$ cat config.mk
export PLATFORM = sky130hd
export DESIGN_NAME = accum_mem_arbiter
export DESIGN_NICKNAME = d
export VERILOG_FILES = /design/src/rtl/accum_mem_arbiter.sv
export SDC_FILE = /design/constraint.sdc
export NUM_CORES = 1
export LEC_CHECK = 0
export ABC_AREA = 1
export CAP_MARGIN = 20
export CORE_AREA = 2 2 115 117
export CTS_CLUSTER_DIAMETER = 100
export DETAILED_ROUTE_END_ITERATION = 8
export DIE_AREA = 0 0 117 119
export PLACE_DENSITY = 0.82
export SLEW_MARGIN = 40
export SYNTH_ARGS = -nofsm -noshare
export SYNTH_HDL_FRONTEND = slang
export SYNTH_SLANG_ARGS = --single-unit
$ cat constraint.sdc
create_clock -name clk -period 3.3 [get_ports clk]
set_clock_uncertainty 0.15 [all_clocks]
set_input_delay 0.99 -clock clk [delete_from_list [all_inputs] [get_ports clk]]
set_output_delay 0.99 -clock clk [all_outputs]
set_load 0.05 [all_outputs]
$ cat src/rtl/accum_mem_arbiter.sv
// Purpose : arbitrates the single-port partial-sum SRAM between the pipeline write
//           port (never stalls), the pipeline read port and a valid/ready host port,
//           with a starvation guard that forces the host through.
// Latency : grants are combinational, so the SRAM access happens in the grant cycle.
//           Read data is registered the cycle after the access, so rvalid is seen
//           2 cycles after the grant.
// Backpressure: pipe_we is always served. pipe_re is held off by pipe_rgnt=0.
//           The host holds its request until host_ready.
// Ports   : clk, arst_n_in        clock and async active-low reset
//           pipe_we/waddr/wdata   pipeline write (always granted)
//           pipe_re/raddr/rgnt    pipeline read request and accept
//           pipe_rdata/rvalid     pipeline read return
//           host_valid/wr/addr/wdata/ready   host request and accept
//           host_rdata/rvalid     host read return
//           sram_*                SRAM macro interface
//           starve_cnt            host starvation count (debug)
module accum_mem_arbiter #(
  parameter int ADDR_W       = 20,
  parameter int DATA_W       = 32,
  parameter int STARVE_LIMIT = 8
) (
  input  logic              clk,
  input  logic              arst_n_in,
  // pipeline write port
  input  logic              pipe_we,
  input  logic [ADDR_W-1:0] pipe_waddr,
  input  logic [DATA_W-1:0] pipe_wdata,
  // pipeline read port
  input  logic              pipe_re,
  input  logic [ADDR_W-1:0] pipe_raddr,
  output logic              pipe_rgnt,
  output logic [DATA_W-1:0] pipe_rdata,
  output logic              pipe_rvalid,
  // host port
  input  logic              host_valid,
  input  logic              host_wr,
  input  logic [ADDR_W-1:0] host_addr,
  input  logic [DATA_W-1:0] host_wdata,
  output logic              host_ready,
  output logic [DATA_W-1:0] host_rdata,
  output logic              host_rvalid,
  // SRAM macro
  output logic              sram_en,
  output logic              sram_we,
  output logic [ADDR_W-1:0] sram_addr,
  output logic [DATA_W-1:0] sram_wdata,
  input  logic [DATA_W-1:0] sram_rdata,
  // debug
  output logic [7:0]        starve_cnt
);

  typedef enum logic {
    ARB_PIPE = 1'b0,
    ARB_HOST = 1'b1
  } arb_state_t;

  typedef enum logic [1:0] {
    TAG_NONE = 2'd0,
    TAG_PIPE = 2'd1,
    TAG_HOST = 2'd2
  } ret_tag_t;

  localparam logic [7:0] LIMIT = 8'(STARVE_LIMIT);
  localparam logic [7:0] CNT_MAX = 8'hFF;

  arb_state_t state_q, state_d;
  ret_tag_t   tag_q, tag_d;
  logic [7:0] cnt_q, cnt_d;

  logic gnt_pipe_wr;
  logic gnt_pipe_rd;
  logic gnt_host;

  // Grant selection. The pipeline read slot only exists in ARB_PIPE. In ARB_HOST
  // the host is the only competitor left against the pipeline write.
  always_comb begin
    gnt_pipe_wr = 1'b0;
    gnt_pipe_rd = 1'b0;
    gnt_host    = 1'b0;
    if (pipe_we) begin
      gnt_pipe_wr = 1'b1;
    end else if (state_q == ARB_PIPE && pipe_re) begin
      gnt_pipe_rd = 1'b1;
    end else if (host_valid) begin
      gnt_host = 1'b1;
    end
  end

  assign pipe_rgnt  = gnt_pipe_rd;
  assign host_ready = gnt_host;

  // SRAM drive. An idle cycle leaves the address and data on the pipeline write bus.
  always_comb begin
    sram_en    = gnt_pipe_wr | gnt_pipe_rd | gnt_host;
    sram_we    = gnt_pipe_wr | (gnt_host & host_wr);
    sram_addr  = pipe_waddr;
    sram_wdata = pipe_wdata;
    if (gnt_pipe_rd) begin
      sram_addr = pipe_raddr;
    end else if (gnt_host) begin
      sram_addr  = host_addr;
      sram_wdata = host_wdata;
    end
  end

  // Remember who owns the read that the SRAM answers next cycle.
  always_comb begin
    tag_d = TAG_NONE;
    if (gnt_pipe_rd) begin
      tag_d = TAG_PIPE;
    end else if (gnt_host && !host_wr) begin
      tag_d = TAG_HOST;
    end
  end

  // Starvation count and next state. Once the host slot is forced, only a
  // pipeline write can still deny the host. The count then holds at the limit.
  always_comb begin
    cnt_d   = cnt_q;
    state_d = state_q;
    if (!host_valid || gnt_host) begin
      cnt_d = 8'd0;
    end else if (state_q == ARB_PIPE && cnt_q != CNT_MAX) begin
      cnt_d = cnt_q + 8'd1;
    end

    case (state_q)
      ARB_PIPE: begin
        if (host_valid && !gnt_host && cnt_d >= LIMIT) begin
          state_d = ARB_HOST;
        end
      end
      ARB_HOST: begin
        if (!host_valid || gnt_host) begin
          state_d = ARB_PIPE;
        end
      end
      default: state_d = ARB_PIPE;
    endcase
  end

  always_ff @(posedge clk or negedge arst_n_in) begin
    if (!arst_n_in) begin
      state_q <= ARB_PIPE;
      cnt_q   <= 8'd0;
      tag_q   <= TAG_NONE;
    end else begin
      state_q <= state_d;
      cnt_q   <= cnt_d;
      tag_q   <= tag_d;
    end
  end

  // Read return. Resetting the tag drops any read that was in flight.
  always_ff @(posedge clk or negedge arst_n_in) begin
    if (!arst_n_in) begin
      pipe_rdata  <= '0;
      pipe_rvalid <= 1'b0;
      host_rdata  <= '0;
      host_rvalid <= 1'b0;
    end else begin
      pipe_rvalid <= (tag_q == TAG_PIPE);
      host_rvalid <= (tag_q == TAG_HOST);
      if (tag_q == TAG_PIPE) begin
        pipe_rdata <= sram_rdata;
      end
      if (tag_q == TAG_HOST) begin
        host_rdata <= sram_rdata;
      end
    end
  end

  assign starve_cnt = cnt_q;

endmodule

==> flow_summary.json <==
{
  "p_sw_frac": 0.391,
  "cp_data_arrival_time_ns": 2.12,
  "pre_cts_slack_ns": -0.377,
  "yosysSeqAreaShare": 0.502,
  "crit_slowest_cell": "buf_6",
  "crit_path_end_kind": "output pin",
  "drt_iter0_drc": 186,
  "cts_tree": "built",
  "crit_required_ns": 2.16,
  "cts_buffers": 9,
  "grt_use_total": 0.214,
  "outcome": "finished clean",
  "seq_area_um2": 1930,
  "syn_area_per_cell_um2": 7.30,
  "synth_common_cells": "nand2_1 (221), dfrtp_1 (77), o21ai_0 (66)",
  "core_um2": 12900,
  "worst_slew_pin_slew_ns": 0.606,
  "p_sw_w": 0.00158,
  "drt_wl_total_mm": 15.1,
  "clockRootBuffer": "clkbuf_16",
  "dp_hpwl_mm": 11.6,
  "path_cells": "buf_2, inv_2, nand2_4, nor2_4, buf_6, buf_16, nand2_1, a31oi_4, buf_6",
  "period_share": 0.987,
  "pin_count": 292,
  "clkSinkCount": 77,
  "synth-main-ff-cell": "dfrtp_1",
  "dieArea_um2": 13900,
  "synthTopCellsByArea": "dfrtp_1 (50%), nand2_1 (22%), o21ai_0 (8.6%), inv_1 (5.2%), nor2_1 (3.3%)",
  "cts_hold_buf": 0,
  "drv_slew": 0,
  "yosysWarnings": 0,
  "drt_pass1_iterations": 5,
  "fin_crit_ns": 3.26,
  "yosysMostFrequentCell": "nand2_1",
  "wire_per_inst_um": 14.9,
  "p_total_w": 0.00403,
  "async_flop_share": 1.00,
  "clock_latency_ns": 0.33,
  "setup_slack_ns": 0.0426,
  "p_int_w": 0.00245,
  "place_congestion": 0.908,
  "drive_gt1_frac": 0.185,
  "grt_max_degree": 66,
  "num_rows": 42,
  "max_stage_delay_ns": 0.18,
  "grt_overflow_total": 0,
  "maxCapViolCount": 0,
  "syn_nets": 689,
  "grt_pass1_vias": 4509,
  "final_nets": 995,
  "die_x_um": 117,
  "synth-seq-cells": 77,
  "fmax_ghz": 0.307,
  "initial_core_util": 0.298,
  "p_clk_frac": 0.262,
  "area_delta_synth_final_pct": 106,
  "seqPwrFrac": 0.294,
  "critPathBufInv": 5,
  "synthDistinctLibCells": 22,
  "holdCritPathClass": "flip-flop to flip-flop",
  "synth_edf_count": 0,
  "h-tree-depth": 3,
  "ant_nets": 0,
  "antenna_found_initial": 0,
  "route.detailed.drc": 0,
  "setup_viol": 0,
  "crit_fanout": 6,
  "start_kind": "input pin",
  "clk_pin_slew_worst_paths_ns": 0.06,
  "utilization": 0.614,
  "synth_cells": 526,
  "pwr_density_cell_nw_per_um2": 509,
  "leakage_nw": 3.72,
  "yosys.area.top_type_share": 0.502,
  "max-slew-margin-rel": 0.596,
  "finalHoldViolCount": 0,
  "ir_drop_uv": 245,
  "cpMostUsedCell": "buf_6",
  "via_per_inst": 4.50,
  "io_buffers": 291,
  "yosys.area.top_type": "dfrtp_1",
  "fillCellCount": 1086,
  "multi_input_area_um2": 1940,
  "diodes": 0,
  "clk_path_buf_depth": 2,
  "grt_pass1_wl_mm": 23.1,
  "netlist_area_um2": 3840,
  "timing_worst_setup_path_type": "input pin to output pin",
  "combPwrFrac": 0.444,
  "crit_family": "buffers and inverters",
  "die_h_um": 119,
  "route.vias.total": 4554,
  "setup_tns_ns": 0
}
[layout by cell type, fill, tap and decap left out, drive strengths merged]
master / netlist / final
nand2: 223 / 223
clkbuf: 15 / 12
dfrtp: 77 / 77
ha: 1 / 1
o21ai: 66 / 66
nor2: 36 / 36
bufinv: 0 / 2
nor3: 3 / 3
inv: 56 / 57
clkinvlp: 0 / 2
nand4: 1 / 1
clkinv: 0 / 1
buf: 13 / 89
xor2: 1 / 1
a31oi: 20 / 20
clkdlybuf4s50: 0 / 231
nand3: 11 / 11
a21oi: 2 / 2
o21bai: 1 / 1
bufbuf: 0 / 1
[through the flow]
stage          cell area (um2)  std cells  hold WS, ns
2_1_floorplan             4160        526        0.273
3_3_place_gp              7270        988        0.303
3_5_place_dp              7280        988        0.322
4_1_cts                   7850       1012        0.336
5_1_grt                   7910       1013        0.346
6_report                  7910       1013        0.329
[registers in the layout, summed over array words and instances, names as in the netlist]
| register | count |
|---|---|
| pipe_rdata | 32 |
| pipe_rvalid | 1 |
| starve_cnt | 8 |
| host_rdata | 32 |
| host_rvalid | 1 |
| tag_q | 2 |
| state_q | 1 |
[cell families (layout without fill, tap and decap cells)]
kind of cell	count (synthesis)	in the layout	synth area share
fa+ha+maj	1	1	0.00326
buf+inv	84	395	0.0925
flops	77	77	0.502
simple gates	274	274	0.277
compound gates	89	89	0.123
xor+xnor	1	1	0.00228
[final timing paths]
check                                      startpoint                          to  slack, ns  cells past startpoint
min in group asynchronous                   arst_n_in   host_rdata[0]$_DFFE_PN0P_       0.49                      1
max reg2reg                         state_q$_DFF_PN0_           state_q$_DFF_PN0_       1.31                     12
max in group asynchronous                   arst_n_in  host_rdata[29]$_DFFE_PN0P_       1.85                      2
max                                           pipe_we               sram_addr[16]       0.04                      9
min reg2reg                host_rdata[20]$_DFFE_PN0P_  host_rdata[20]$_DFFE_PN0P_       0.33                      2
min                        host_rdata[20]$_DFFE_PN0P_  host_rdata[20]$_DFFE_PN0P_       0.33                      2
[metal layers]
layer	vias up	wire, um	global-route usage
met1	2067	5580	0.237
met5	-	0	0
li1	2252	-	-
met4	0	323	0.0625
met2	210	7680	0.379
met3	25	1480	0.0753
[power by group through the flow]
stage	clock network, W	logic (W)	registers [W]
5_1_grt	0.00113	0.00188	0.00121
4_1_cts	0.00108	0.00179	0.00119
6_report	0.00106	0.00179	0.00119
3_5_place_dp	0	0.00175	0.00120
2_1_floorplan	0	0.000473	0.00175
3_3_place_gp	0	0.00173	0.00119
[what timing repair did]
action / CTS / global route
setup endpoints to repair: 54 / 45
cloned: 4 / 0
resized for setup: 48 / 18
pin swaps: 4 / 6
setup buffers: 4 / 1
[area by class of cell]
cell class / count / area share
Clock inverter: 5 / 0.0106
Tap cell: 176 / 0.0278
Multi-Input combinational cell: 365 / 0.246
Clock buffer: 11 / 0.0307
Timing Repair inverter: 1 / 0.00111
Sequential cell: 77 / 0.244
Timing Repair Buffer: 322 / 0.412
Inverter: 56 / 0.0285
[worst reg2reg max path: cells and delay by family, from the launching register on]
kind | cells | cell delay (ns)
buffers and inverters | 5 | 0.55
AOI/OAI and AO/OA | 1 | 0.14
and+or+nand+nor | 6 | 0.69
DFF | 1 | 0.40
Power figures use the tool's default switching activity.
